**config.mk**
```make
export PLATFORM = sky130hd
export DESIGN_NAME = source_gen1
export DESIGN_NICKNAME = d
export VERILOG_FILES = /design/src/rtl/ofdm_src_pkg.sv /design/src/rtl/src_prbs15_byte.sv /design/src/rtl/source_gen1.sv
export SDC_FILE = /design/constraint.sdc
export NUM_CORES = 1
export LEC_CHECK = 0
export ABC_AREA = 1
export CAP_MARGIN = 20
export CORE_MARGIN = 2
export CORE_UTILIZATION = 25
export DETAILED_ROUTE_END_ITERATION = 10
export HOLD_SLACK_MARGIN = 0.08
export PLACE_DENSITY = 0.5
export SLEW_MARGIN = 20
export SYNTH_ARGS = -nofsm -noshare
export SYNTH_HDL_FRONTEND = slang
export SYNTH_SLANG_ARGS = --single-unit
```
**constraint.sdc**
```tcl
create_clock -name aclk -period 2.75 [get_ports aclk]
set_input_delay 0.55 -clock aclk [delete_from_list [all_inputs] [get_ports aclk]]
set_output_delay 0.55 -clock aclk [all_outputs]
set_load 0.01 [all_outputs]
```
**src/rtl/ofdm_src_pkg.sv**
```systemverilog
// Shared constants, state encoding and output beat type for the OFDM TX byte source.
package ofdm_src_pkg;

  localparam int unsigned DATA_W          = 8;
  localparam int unsigned BITS_PER_SYM    = 4;
  localparam int unsigned N_SC            = 8;
  localparam int unsigned FRAME_BYTES_DEF = N_SC * BITS_PER_SYM / 8;
  localparam int unsigned CNT_W           = 8;

  // PRBS-15, x^15 + x^14 + 1: output and feedback taps
  localparam int unsigned PRBS_W          = 15;
  localparam int unsigned PRBS_TAP_A      = 14;
  localparam int unsigned PRBS_TAP_B      = 13;
  localparam logic [PRBS_W-1:0] PRBS_SEED_DEF = 15'h7FFF;

  typedef enum logic [1:0] {
    LOAD   = 2'd0,
    STREAM = 2'd1,
    GAP    = 2'd2
  } src_state_e;

  typedef struct packed {
    logic [DATA_W-1:0] data;
    logic              valid;
  } src_beat_t;

endpackage

```
**src/rtl/src_prbs15_byte.sv**
```systemverilog
// Advances a Fibonacci PRBS-15 register by eight steps, producing one byte MSB first.
module src_prbs15_byte
  import ofdm_src_pkg::*;
(
  input  logic [PRBS_W-1:0] state_in,
  output logic [PRBS_W-1:0] state_out,
  output logic [DATA_W-1:0] byte_out
);

  logic [PRBS_W-1:0] s;

  always_comb begin
    s        = state_in;
    byte_out = '0;
    for (int i = 0; i < int'(DATA_W); i++) begin
      byte_out[DATA_W-1-i] = s[PRBS_TAP_A];
      s = {s[PRBS_W-2:0], s[PRBS_TAP_A] ^ s[PRBS_TAP_B]};
    end
    state_out = s;
  end

endmodule

```
**src/rtl/source_gen1.sv**
```systemverilog
// Framed byte test source (PRBS-15 or counter) with valid/ready output and optional inter-frame gap.
module source_gen1
  import ofdm_src_pkg::*;
#(
  parameter int unsigned       MODE        = 1,
  parameter logic [PRBS_W-1:0] SEED        = PRBS_SEED_DEF,
  parameter int unsigned       FRAME_BYTES = FRAME_BYTES_DEF,
  parameter int unsigned       IDLE_GAP    = 0
) (
  input  logic              aclk,
  input  logic              reset,
  input  logic              ready,
  output logic [DATA_W-1:0] data,
  output logic              valid
);

  localparam logic [CNT_W-1:0] LAST_IDX = CNT_W'(FRAME_BYTES - 1);
  localparam logic [CNT_W-1:0] GAP_LAST = (IDLE_GAP == 0) ? '0 : CNT_W'(IDLE_GAP - 1);

  if (SEED == '0) begin : g_seed_chk
    $error("source_gen1: SEED must be non-zero");
  end
  if (FRAME_BYTES < 1 || FRAME_BYTES > 255) begin : g_frame_chk
    $error("source_gen1: FRAME_BYTES out of range 1..255");
  end
  if (IDLE_GAP > 255) begin : g_gap_chk
    $error("source_gen1: IDLE_GAP out of range 0..255");
  end

  src_state_e        state_q, state_d;
  logic [PRBS_W-1:0] lfsr_q, lfsr_d;
  logic [CNT_W-1:0]  cnt_q, cnt_d;
  logic [CNT_W-1:0]  byte_cnt_q, byte_cnt_d;
  logic [CNT_W-1:0]  gap_cnt_q, gap_cnt_d;
  logic              armed_q, armed_d;
  src_beat_t         beat_q, beat_d;

  logic [PRBS_W-1:0] prbs_next;
  logic [DATA_W-1:0] prbs_byte;
  logic [DATA_W-1:0] gen_byte;
  logic              xfer;
  logic              advance;

  src_prbs15_byte u_prbs (
    .state_in  (lfsr_q),
    .state_out (prbs_next),
    .byte_out  (prbs_byte)
  );

  assign gen_byte = (MODE == 0) ? cnt_q : prbs_byte;
  assign xfer     = beat_q.valid && ready;
  assign data     = beat_q.data;
  assign valid    = beat_q.valid;

  // Next-state, counters and output register inputs
  always_comb begin
    state_d    = state_q;
    lfsr_d     = lfsr_q;
    cnt_d      = cnt_q;
    byte_cnt_d = byte_cnt_q;
    gap_cnt_d  = gap_cnt_q;
    armed_d    = armed_q;
    beat_d     = beat_q;
    advance    = 1'b0;

    case (state_q)
      LOAD: begin
        // one settling cycle after reset, so valid first rises on the second edge
        if (!armed_q) begin
          armed_d = 1'b1;
        end else begin
          beat_d.data  = gen_byte;
          beat_d.valid = 1'b1;
          advance      = 1'b1;
          state_d      = STREAM;
        end
      end
      STREAM: begin
        if (xfer) begin
          if (byte_cnt_q == LAST_IDX) begin
            byte_cnt_d = '0;
            if (IDLE_GAP > 0) begin
              // generator is left untouched; LOAD fetches the next byte
              beat_d.valid = 1'b0;
              state_d      = GAP;
            end else begin
              beat_d.data = gen_byte;
              advance     = 1'b1;
            end
          end else begin
            byte_cnt_d  = byte_cnt_q + CNT_W'(1);
            beat_d.data = gen_byte;
            advance     = 1'b1;
          end
        end
      end
      GAP: begin
        if (gap_cnt_q == GAP_LAST) begin
          gap_cnt_d = '0;
          state_d   = LOAD;
        end else begin
          gap_cnt_d = gap_cnt_q + CNT_W'(1);
        end
      end
      default: state_d = LOAD;
    endcase

    if (advance) begin
      lfsr_d = prbs_next;
      cnt_d  = cnt_q + CNT_W'(1);
    end
  end

  always_ff @(posedge aclk) begin
    if (!reset) begin
      state_q    <= LOAD;
      lfsr_q     <= SEED;
      cnt_q      <= '0;
      byte_cnt_q <= '0;
      gap_cnt_q  <= '0;
      armed_q    <= 1'b0;
      beat_q     <= '0;
    end else begin
      state_q    <= state_d;
      lfsr_q     <= lfsr_d;
      cnt_q      <= cnt_d;
      byte_cnt_q <= byte_cnt_d;
      gap_cnt_q  <= gap_cnt_d;
      armed_q    <= armed_d;
      beat_q     <= beat_d;
    end
  end

endmodule

```
==> reports/metrics.csv, run 1 <==
stage,metric,value,unit
cells_and_area,fill_cells,487,
cts,cts_tree,built,
cts,clock_latency,0.27,ns
routing,drc,0,
grt,grt_pass1_wl,3900,um
cells_and_area,drive_above_1_share,5.29,%
power_and_ir_drop,design_power_total,860,uW
cells_and_area,area_growth,14.2,%
grt,grt_max_degree,34,
hold_path,min_path_type,reg2reg,
synthesis,ys_seq_area_share,44.7,%
synthesis,synth_ff_type,dfxtp_1,
routing,wl_per_cell,9.72,um
setup_path,crit_path_start_kind,flip-flop,
synthesis,synthCells,163,
sta,fin_crit,1.78,ns
synthesis,yosysMostFrequentCell,nand2_1,
cells_and_area,final_nets,174,
sta,worst-slew-pin-transition,0.474,ns
sta,tns,0,ns
sta,slew_violations,0,
die,core_area,4410,um^2
setup_path,critPathTopFamily,buffers and inverters,
job,max_cap_violations,0,
synthesis,yosysTopAreaCell,dfxtp_1,
routing,drt-total-wl,2160,um
synthesis,netlist.area_leader.share,44.7,%
synthesis,synth.distinct_cells,13,
setup_path,critical_path.max_fanout,3,
cts,cts_buffer_depth,2,
die,num_rows,24,
sta,hold_violations,0,
die,ios,12,
synthesis,synth_fp_nets,166,
grt,grt_usage,9.31,%
setup_path,setup.worst_path.end_class,output pin,
cts,cts_max_level,1,
setup_path,worstSetupPathType,reg2out,
die,start_util,26.4,%
power_and_ir_drop,leakagePower,0.000679,uW
grt,antenna_found_initial,0,
setup_path,worst_ep_arrival_time,1.23,ns
routing,routed_via_density,4.39,
sta,fin_crit_sh,64.6,%
routing,num_vias,975,
routing,first_iter_violations,69,
cts,post_cts_buffers,0,
synthesis,ys_async_sr_fraction,0,%
place,io_buffer_count,11,
synthesis,synthTopCellsByArea,"dfxtp_1, nand3_1, nand2_1, inv_1, a21oi_1",
grt,grt_util_met1,12.2,%
synthesis,synth_edf_count,0,
setup_path,slowest_stage,clkdlybuf4s50_1,
cts,clockRootBuffer,clkbuf_8,
routing,drt_pass1_iterations,4,
sta,fin_skew,0.00118,ns
synthesis,avgSynthCellArea,7.14,um^2
run_status,status,"complete, no violations",
sta,max_freq,0.563,GHz
power_and_ir_drop,peakVddDrop,0.178,mV
setup_path,cpPeakStageDelay,0.56,ns
power_and_ir_drop,power_density,647,nW/um^2
place,place_inst,218,
synthesis,yosysWarnings,0,
synthesis,synth_commonest_cells,"nand2_1, nand3_1, dfxtp_1, inv_1, a21oi_1",
place,gp_routability_congestion,0.707,
cells_and_area,n_antenna_cell,0,
die,die_h,72.2,um
sta,setup_viol,0,
grt,met2_usage,14.2,%
grt,grt_pass1_vias,848,
sta,rsz0062_at_grt,no,
grt,grt_use_met3,2.08,%
die,die-area,5220,um^2
synthesis,synth-seq-cells,26,
grt,grt.busiest_layer,met2,
cells_and_area,fin_cells,222,
cts,numCtsBuffers,3,
cts,clkSinkCount,26,
setup_path,path_cells,clkdlybuf4s50_1,
setup_path,timing.critical_path.buf_inv,1,
grt,gr-total-overflow,0,
synthesis,synth_area,1160,um^2
routing,antenna_left,0,
sta,max_slew_margin,68.3,%
place,hpwlAfterDp,1390,um
cts,cts_resized,0,
setup_path,required,2.20,ns
cts,clk_pin_slew,0.09,ns
cts,hold_buffers,0,
die,die_w,72.2,um
==> kinds of logic (layout without fill, tap and decap cells) <==
logic type | after synthesis | count (layout) | synth area share [%]
buffers and inverters | 30 | 37 | 13.0
AO/OA/AOI/OAI | 11 | 11 | 4.73
AND/OR/NAND/NOR | 96 | 96 | 37.5
flip-flops | 26 | 26 | 44.7
==> area by class of cell <==
cell class / count / area [um^2] / share of cell area, %
Inverter: 21 / 78.8 / 5.93
Timing Repair Buffer: 12 / 118 / 8.85
Tap cell: 52 / 65.1 / 4.90
Sequential cell: 26 / 520 / 39.2
Multi-Input combinational cell: 107 / 492 / 37.0
Clock buffer: 4 / 55.1 / 4.14
==> metal layers <==
metal | vias up | part of all wire (%)
met5 | - | 0
met4 | 0 | 1.6
met3 | 2 | 2.3
met2 | 10 | 45
met1 | 437 | 51
li1 | 526 | -
==> per-stage QoR <==
step                      worst slack [ns]  hold slack [ns]  utilization [%]  instance area [um^2]
after floorplan                       1.65            0.430                -                  1160
after global placement               0.856            0.449             28.9                  1270
after detailed placement             0.849            0.447             28.9                  1270
after CTS                            0.962            0.473             30.1                  1330
after global routing                 0.933            0.496             30.1                  1330
final                                0.974            0.470             30.1                  1330
==> registers in the layout, summed over array words and instances (netlist names) <==
name / count
lfsr_q: 15
data: 8
armed_q: 1
state_q: 1
valid: 1
==> path summary, 6_finish.rpt <==
kind | startpoint | slack (ns) | end | depth (start not counted)
max reg2reg | state_q[0] | 1.47 | lfsr_q[7] | 5
min reg2reg | lfsr_q[5] | 0.47 | lfsr_q[13] | 2
max | valid | 0.97 | valid | 1
min | lfsr_q[5] | 0.47 | lfsr_q[13] | 2
==> power by group <==
part	total [uW]	switching (uW)	internal (uW)
registers	449	32.0	417
clock network	249	121	128
logic	162	87.8	74.6
total	860	240	620
==> cells in the final DEF (no fill, tap or decap) <==
master           count
nand2_1             47
nand3_1             38
dfxtp_1             26
inv_1               20
a21oi_1             11
clkdlybuf4s50_1     11
nor2_1               8
clkbuf_8             4
nand2_4              2
nand3_4              1
inv_2                1
buf_4                1
Power figures use the tool's default switching activity.
==> run 2, diff against run 1 <==
==> constraint.sdc (replaced) <==
create_clock -name aclk -period 1.8 [get_ports aclk]
set_input_delay 0.36 -clock aclk [delete_from_list [all_inputs] [get_ports aclk]]
set_output_delay 0.36 -clock aclk [all_outputs]
set_load 0.01 [all_outputs]
==> reports/metrics.csv, run 2 (synthesis results as in run 1) <==
stage,metric,value,unit,change
cts,clk_pin_slew,0.10,ns,was 0.09 ns
setup_path,critPathTopFamily,buffers and inverters,,unchanged
die,die_w,72.2,um,unchanged
setup_path,rr_startpoint,state_q[0],,unchanged
die,start_util,26.4,%,unchanged
routing,num_vias,960,,was 975
cells_and_area,largest_register,lfsr_q,,unchanged
place,io_buffer_count,11,,unchanged
sta,worst-slew-pin-transition,0.350,ns,was 0.474 ns
cts,numCtsBuffers,3,,unchanged
setup_path,timing.critical_path.buf_inv,1,,unchanged
cells_and_area,area_growth,18.0,%,was 14.2%
sta,tns,0,ns,unchanged
grt,grt_pass1_wl,3990,um,was 3900 um
cts,cts_max_level,1,,unchanged
cells_and_area,layout_commonest_cell,nand2_1,,unchanged
hold_path,min_path_type,reg2reg,,unchanged
power_and_ir_drop,design_power_total,1420,uW,was 860 uW
routing,drt_pass1_iterations,4,,unchanged
routing,routed_via_density,4.29,,was 4.39
die,ios,12,,unchanged
sta,fin_crit,1.60,ns,
sta,rsz0062_at_grt,no,,unchanged
setup_path,cpPeakStageDelay,0.56,ns,about the same
setup_path,slowest_stage,clkdlybuf4s50_1,,unchanged
sta,fin_skew,0.00980,ns,was 0.00118 ns
power_and_ir_drop,peakVddDrop,0.334,mV,was 0.178 mV
sta,fin_crit_sh,89.1,%,
place,gp_routability_congestion,0.724,,was 0.707
grt,grt_max_degree,34,,unchanged
cts,cts_buffer_depth,2,,unchanged
power_and_ir_drop,power_density,1040,nW/um^2,was 647 nW/um^2
cells_and_area,fill_cells,476,,was 487
sta,max_slew_margin,76.6,%,was 68.3%
cts,clock_latency,0.27,ns,about the same
cells_and_area,mostFrequentLayoutCells,"nand2_1, nand3_1, dfxtp_1",,unchanged
setup_path,worstSetupPathType,reg2out,,unchanged
routing,antenna_left,0,,unchanged
grt,gr-total-overflow,0,,unchanged
routing,first_iter_violations,77,,was 69
setup_path,path_cells,clkdlybuf4s50_1,,unchanged
grt,antenna_found_initial,0,,unchanged
job,max_cap_violations,0,,unchanged
cells_and_area,largest_reg_flops,15,,unchanged
sta,hold_violations,0,,unchanged
routing,wl_per_cell,10.1,um,was 9.72 um
sta,setup_viol,0,,unchanged
cts,clkSinkCount,26,,unchanged
die,core_area,4410,um^2,unchanged
place,placed_cell_area,1300,um^2,was 1270 um^2
setup_path,required,1.44,ns,was 2.20 ns
cts,hold_buffers,0,,unchanged
cells_and_area,n_antenna_cell,0,,unchanged
die,die-area,5220,um^2,unchanged
grt,grt_usage,9.78,%,was 9.31%
place,hpwlAfterDp,1470,um,was 1390 um
sta,slew_violations,0,,unchanged
setup_path,worst_ep_arrival_time,1.24,ns,was 1.23 ns
hold_path,hp-start,lfsr_q[1],,was lfsr_q[5]
cells_and_area,final_nets,176,,was 174
cells_and_area,drive_above_1_share,6.40,%,was 5.29%
cts,cts_tree,built,,unchanged
grt,grt_pass1_vias,864,,was 848
setup_path,crit_path_start_kind,flip-flop,,unchanged
die,num_rows,24,,unchanged
run_status,status,"complete, no violations",,unchanged
power_and_ir_drop,leakagePower,0.000701,uW,was 0.000679 uW
setup_path,crit_path_start,valid,,unchanged
sta,max_freq,0.624,GHz,
setup_path,setup.worst_path.end_class,output pin,,unchanged
die,die_h,72.2,um,unchanged
cells_and_area,fin_area,1370,um^2,was 1330 um^2
routing,drt-total-wl,2260,um,was 2160 um
routing,drc,0,,unchanged
cts,cts_resized,0,,unchanged
setup_path,critical_path.max_fanout,3,,unchanged
cts,post_cts_buffers,0,,unchanged
cts,clockRootBuffer,clkbuf_8,,unchanged
## run 2: cell count changes in the layout (fill, tap and decap cells not counted)
| cell | previous run | this run |
|---|---|---|
| clkbuf_8 | 4 | 3 |
| bufinv_16 | 0 | 1 |
| buf_12 | 0 | 1 |
| buf_4 | 1 | 2 |
## run 2: worst paths after layout
| check | to | slack, ns | depth (start not counted) |
|---|---|---|---|
| setup reg to reg | lfsr_q[12] | 0.56 | 5 |
| hold / removal | lfsr_q[9] | 0.47 | 2 |
| setup / recovery | valid | 0.20 | 1 |
| hold reg to reg | lfsr_q[9] | 0.47 | 2 |
## run 2: area by class of cell
| cell class | count | area (um^2) | area share, % |
|---|---|---|---|
| Timing Repair Buffer | 14 | 145 | 10.6 |
| Multi-Input combinational cell | 107 | 492 | 35.8 |
| Clock buffer | 3 | 41.3 | 3.01 |
| Inverter | 21 | 78.8 | 5.74 |
| Tap cell | 52 | 65.1 | 4.74 |
| Sequential cell | 26 | 520 | 37.9 |
| Clock inverter | 1 | 30.0 | 2.19 |
## run 2: per-stage QoR
stage	setup slack, ns	std cells	hold WS [ns]	utilization (%)
finish	0.197	224	0.468	31.1
global route	0.144	224	0.501	31.1
CTS	0.190	224	0.470	31.1
detailed placement	0.194	220	0.449	29.5
global placement	0.270	220	0.441	29.5
floorplan	0.809	163	0.430	-
## run 2: routing by layer
metal / wire length [um] / GRT usage, % / vias up
met1: 1200 / 13.4 / 420
met4: 41 / 5.03 / 0
met5: 0 / 0 / -
met3: 62 / 2.08 / 2
li1: - / - / 528
met2: 947 / 14.4 / 10
## run 2: power breakdown
| part | internal (uW) | leakage (uW) | switching, uW |
|---|---|---|---|
| Combinational | 117 | 0.000449 | 136 |
| Sequential | 637 | 0.000216 | 49.6 |
| Clock | 297 | 0.0000357 | 184 |
==> run 3, diff against run 2 <==
--- a/config.mk
+++ b/config.mk
@@ -11,7 +11,9 @@
 export CORE_UTILIZATION = 25
 export DETAILED_ROUTE_END_ITERATION = 10
 export HOLD_SLACK_MARGIN = 0.08
+export MAX_ROUTING_LAYER = met4
 export PLACE_DENSITY = 0.5
+export SETUP_SLACK_MARGIN = 0.05
 export SLEW_MARGIN = 20
 export SYNTH_ARGS = -nofsm -noshare
 export SYNTH_HDL_FRONTEND = slang
==> constraint.sdc (replaced) <==
create_clock -name aclk -period 1.8 [get_ports aclk]
set_input_delay 0.18 -clock aclk [delete_from_list [all_inputs] [get_ports aclk]]
set_output_delay 0.18 -clock aclk [all_outputs]
set_load 0.01 [all_outputs]
==> reports/metrics.csv, run 3 (synthesis results as in run 1) <==
stage,metric,value,unit,change
setup_path,setup.worst_path.end_class,output pin,,unchanged
grt,gr-total-overflow,0,,unchanged
job,max_cap_violations,0,,unchanged
routing,drt_pass1_iterations,4,,unchanged
cells_and_area,fin_area,1360,um^2,was 1370 um^2
die,die_w,72.2,um,unchanged
die,core_area,4410,um^2,unchanged
cts,numCtsBuffers,3,,unchanged
die,die_h,72.2,um,unchanged
cts,cts_resized,0,,unchanged
grt,grt_max_degree,34,,unchanged
sta,setup_viol,0,,unchanged
power_and_ir_drop,peakVddDrop,0.268,mV,was 0.334 mV
routing,antenna_left,0,,unchanged
grt,grt_usage,9.74,%,was 9.78%
die,die-area,5220,um^2,unchanged
routing,routed_via_density,4.35,,was 4.29
cts,clockRootBuffer,clkbuf_8,,unchanged
place,io_buffer_count,11,,unchanged
setup_path,required,1.62,ns,was 1.44 ns
cts,cts_max_level,1,,unchanged
routing,num_vias,975,,was 960
setup_path,critical_path.max_fanout,3,,unchanged
sta,holdWs,0.462,ns,was 0.468 ns
die,start_util,26.4,%,unchanged
cells_and_area,mostFrequentLayoutCells,"nand2_1, nand3_1, dfxtp_1",,unchanged
setup_path,critPathTopFamily,buffers and inverters,,unchanged
sta,fin_crit_sh,78.0,%,was 89.1%
sta,slew_violations,0,,unchanged
sta,hold_violations,0,,unchanged
setup_path,worst_ep_arrival_time,1.22,ns,was 1.24 ns
cells_and_area,largest_register,lfsr_q,,unchanged
cells_and_area,final_nets,176,,unchanged
run_status,status,"complete, no violations",,unchanged
setup_path,timing.critical_path.buf_inv,1,,unchanged
grt,grt_pass1_vias,883,,was 864
grt,grt_pass1_wl,4000,um,was 3990 um
cts,cts_buffer_depth,2,,unchanged
setup_path,cpPeakStageDelay,0.56,ns,about the same
cts,post_cts_buffers,0,,unchanged
sta,fin_skew,0.00488,ns,was 0.00980 ns
power_and_ir_drop,leakagePower,0.000694,uW,was 0.000701 uW
setup_path,worstSetupPathType,reg2out,,unchanged
cts,clk_pin_slew,0.09,ns,was 0.10 ns
cells_and_area,n_antenna_cell,0,,unchanged
cells_and_area,fill_cells,486,,was 476
cells_and_area,layout_commonest_cell,nand2_1,,unchanged
cells_and_area,largest_reg_flops,15,,unchanged
cts,cts_tree,built,,unchanged
sta,tns,0,ns,unchanged
place,placed_cell_area,1300,um^2,unchanged
cells_and_area,area_growth,16.6,%,was 18.0%
routing,drc,0,,unchanged
sta,max_freq,0.712,GHz,was 0.624 GHz
hold_path,min_path_type,reg2reg,,unchanged
setup_path,slowest_stage,clkdlybuf4s50_1,,unchanged
sta,max_slew_margin,76.0,%,was 76.6%
die,num_rows,24,,unchanged
sta,fin_crit,1.40,ns,was 1.60 ns
setup_path,path_cells,clkdlybuf4s50_1,,unchanged
cts,hold_buffers,0,,unchanged
cts,clkSinkCount,26,,unchanged
place,hpwlAfterDp,1450,um,was 1470 um
setup_path,crit_path_start_kind,flip-flop,,unchanged
sta,rsz0062_at_grt,no,,unchanged
routing,drt-total-wl,2220,um,was 2260 um
routing,first_iter_violations,57,,was 77
die,ios,12,,unchanged
routing,wl_per_cell,9.92,um,was 10.1 um
grt,antenna_found_initial,0,,unchanged
cells_and_area,drive_above_1_share,6.40,%,unchanged
cts,clock_latency,0.26,ns,was 0.27 ns
power_and_ir_drop,power_density,967,nW/um^2,was 1040 nW/um^2
sta,worst-slew-pin-transition,0.360,ns,was 0.350 ns
place,gp_routability_congestion,0.707,,was 0.724
[run 3: cell count changes in the layout (fill, tap and decap cells not counted)]
| cell | delta |
|---|---|
| clkbuf_8 | +1 |
| bufinv_16 | -1 |
[run 3: path summary, 6_finish.rpt]
kind / depth (start not counted) / slack (ns) / startpoint / endpoint
max: 1 / 0.40 / valid / valid
min: 2 / 0.46 / lfsr_q[5] / lfsr_q[13]
max reg2reg: 5 / 0.55 / state_q[0] / lfsr_q[6]
min reg2reg: 2 / 0.46 / lfsr_q[5] / lfsr_q[13]
[run 3: area by class of cell]
| class | count | area [um^2] | area share [%] |
|---|---|---|---|
| tap | 52 | 65.1 | 4.80 |
| multi-input combinational | 107 | 492 | 36.3 |
| inverter | 21 | 78.8 | 5.81 |
| timing repair buffer | 14 | 145 | 10.7 |
| sequential | 26 | 520 | 38.4 |
| clock buffer | 4 | 55.1 | 4.06 |
[run 3: routing by layer]
metal	routed length (um)	track usage (%)
met4	34	4.40
met3	64	2.08
met1	1160	12.4
met2	958	14.8
met5	0	-
[run 3: stage by stage]
step / utilization [%] / instances / total power, uW / setup WS, ns
4_1_cts: 30.7 / 224 / 1330 / 0.383
6_report: 30.7 / 224 / 1310 / 0.396
5_1_grt: 30.7 / 224 / 1420 / 0.325
3_3_place_gp: 29.5 / 220 / 956 / 0.392
2_1_floorplan: - / 163 / 884 / 0.809
3_5_place_dp: 29.5 / 220 / 957 / 0.360
[run 3: worst register-to-register path, stage by stage (launching register included)]
cell and delay [ns]:
dfxtp_1 0.42, inv_2 0.07, nand2_4 0.29, nand2_4 0.19
nand2_1 0.10, nand3_1 0.07
[run 3: where the power goes]
group	total (uW)	internal (uW)	switching, uW
Sequential	687	637	49.6
Clock	372	195	176
Combinational	252	118	135
Total	1310	950	361
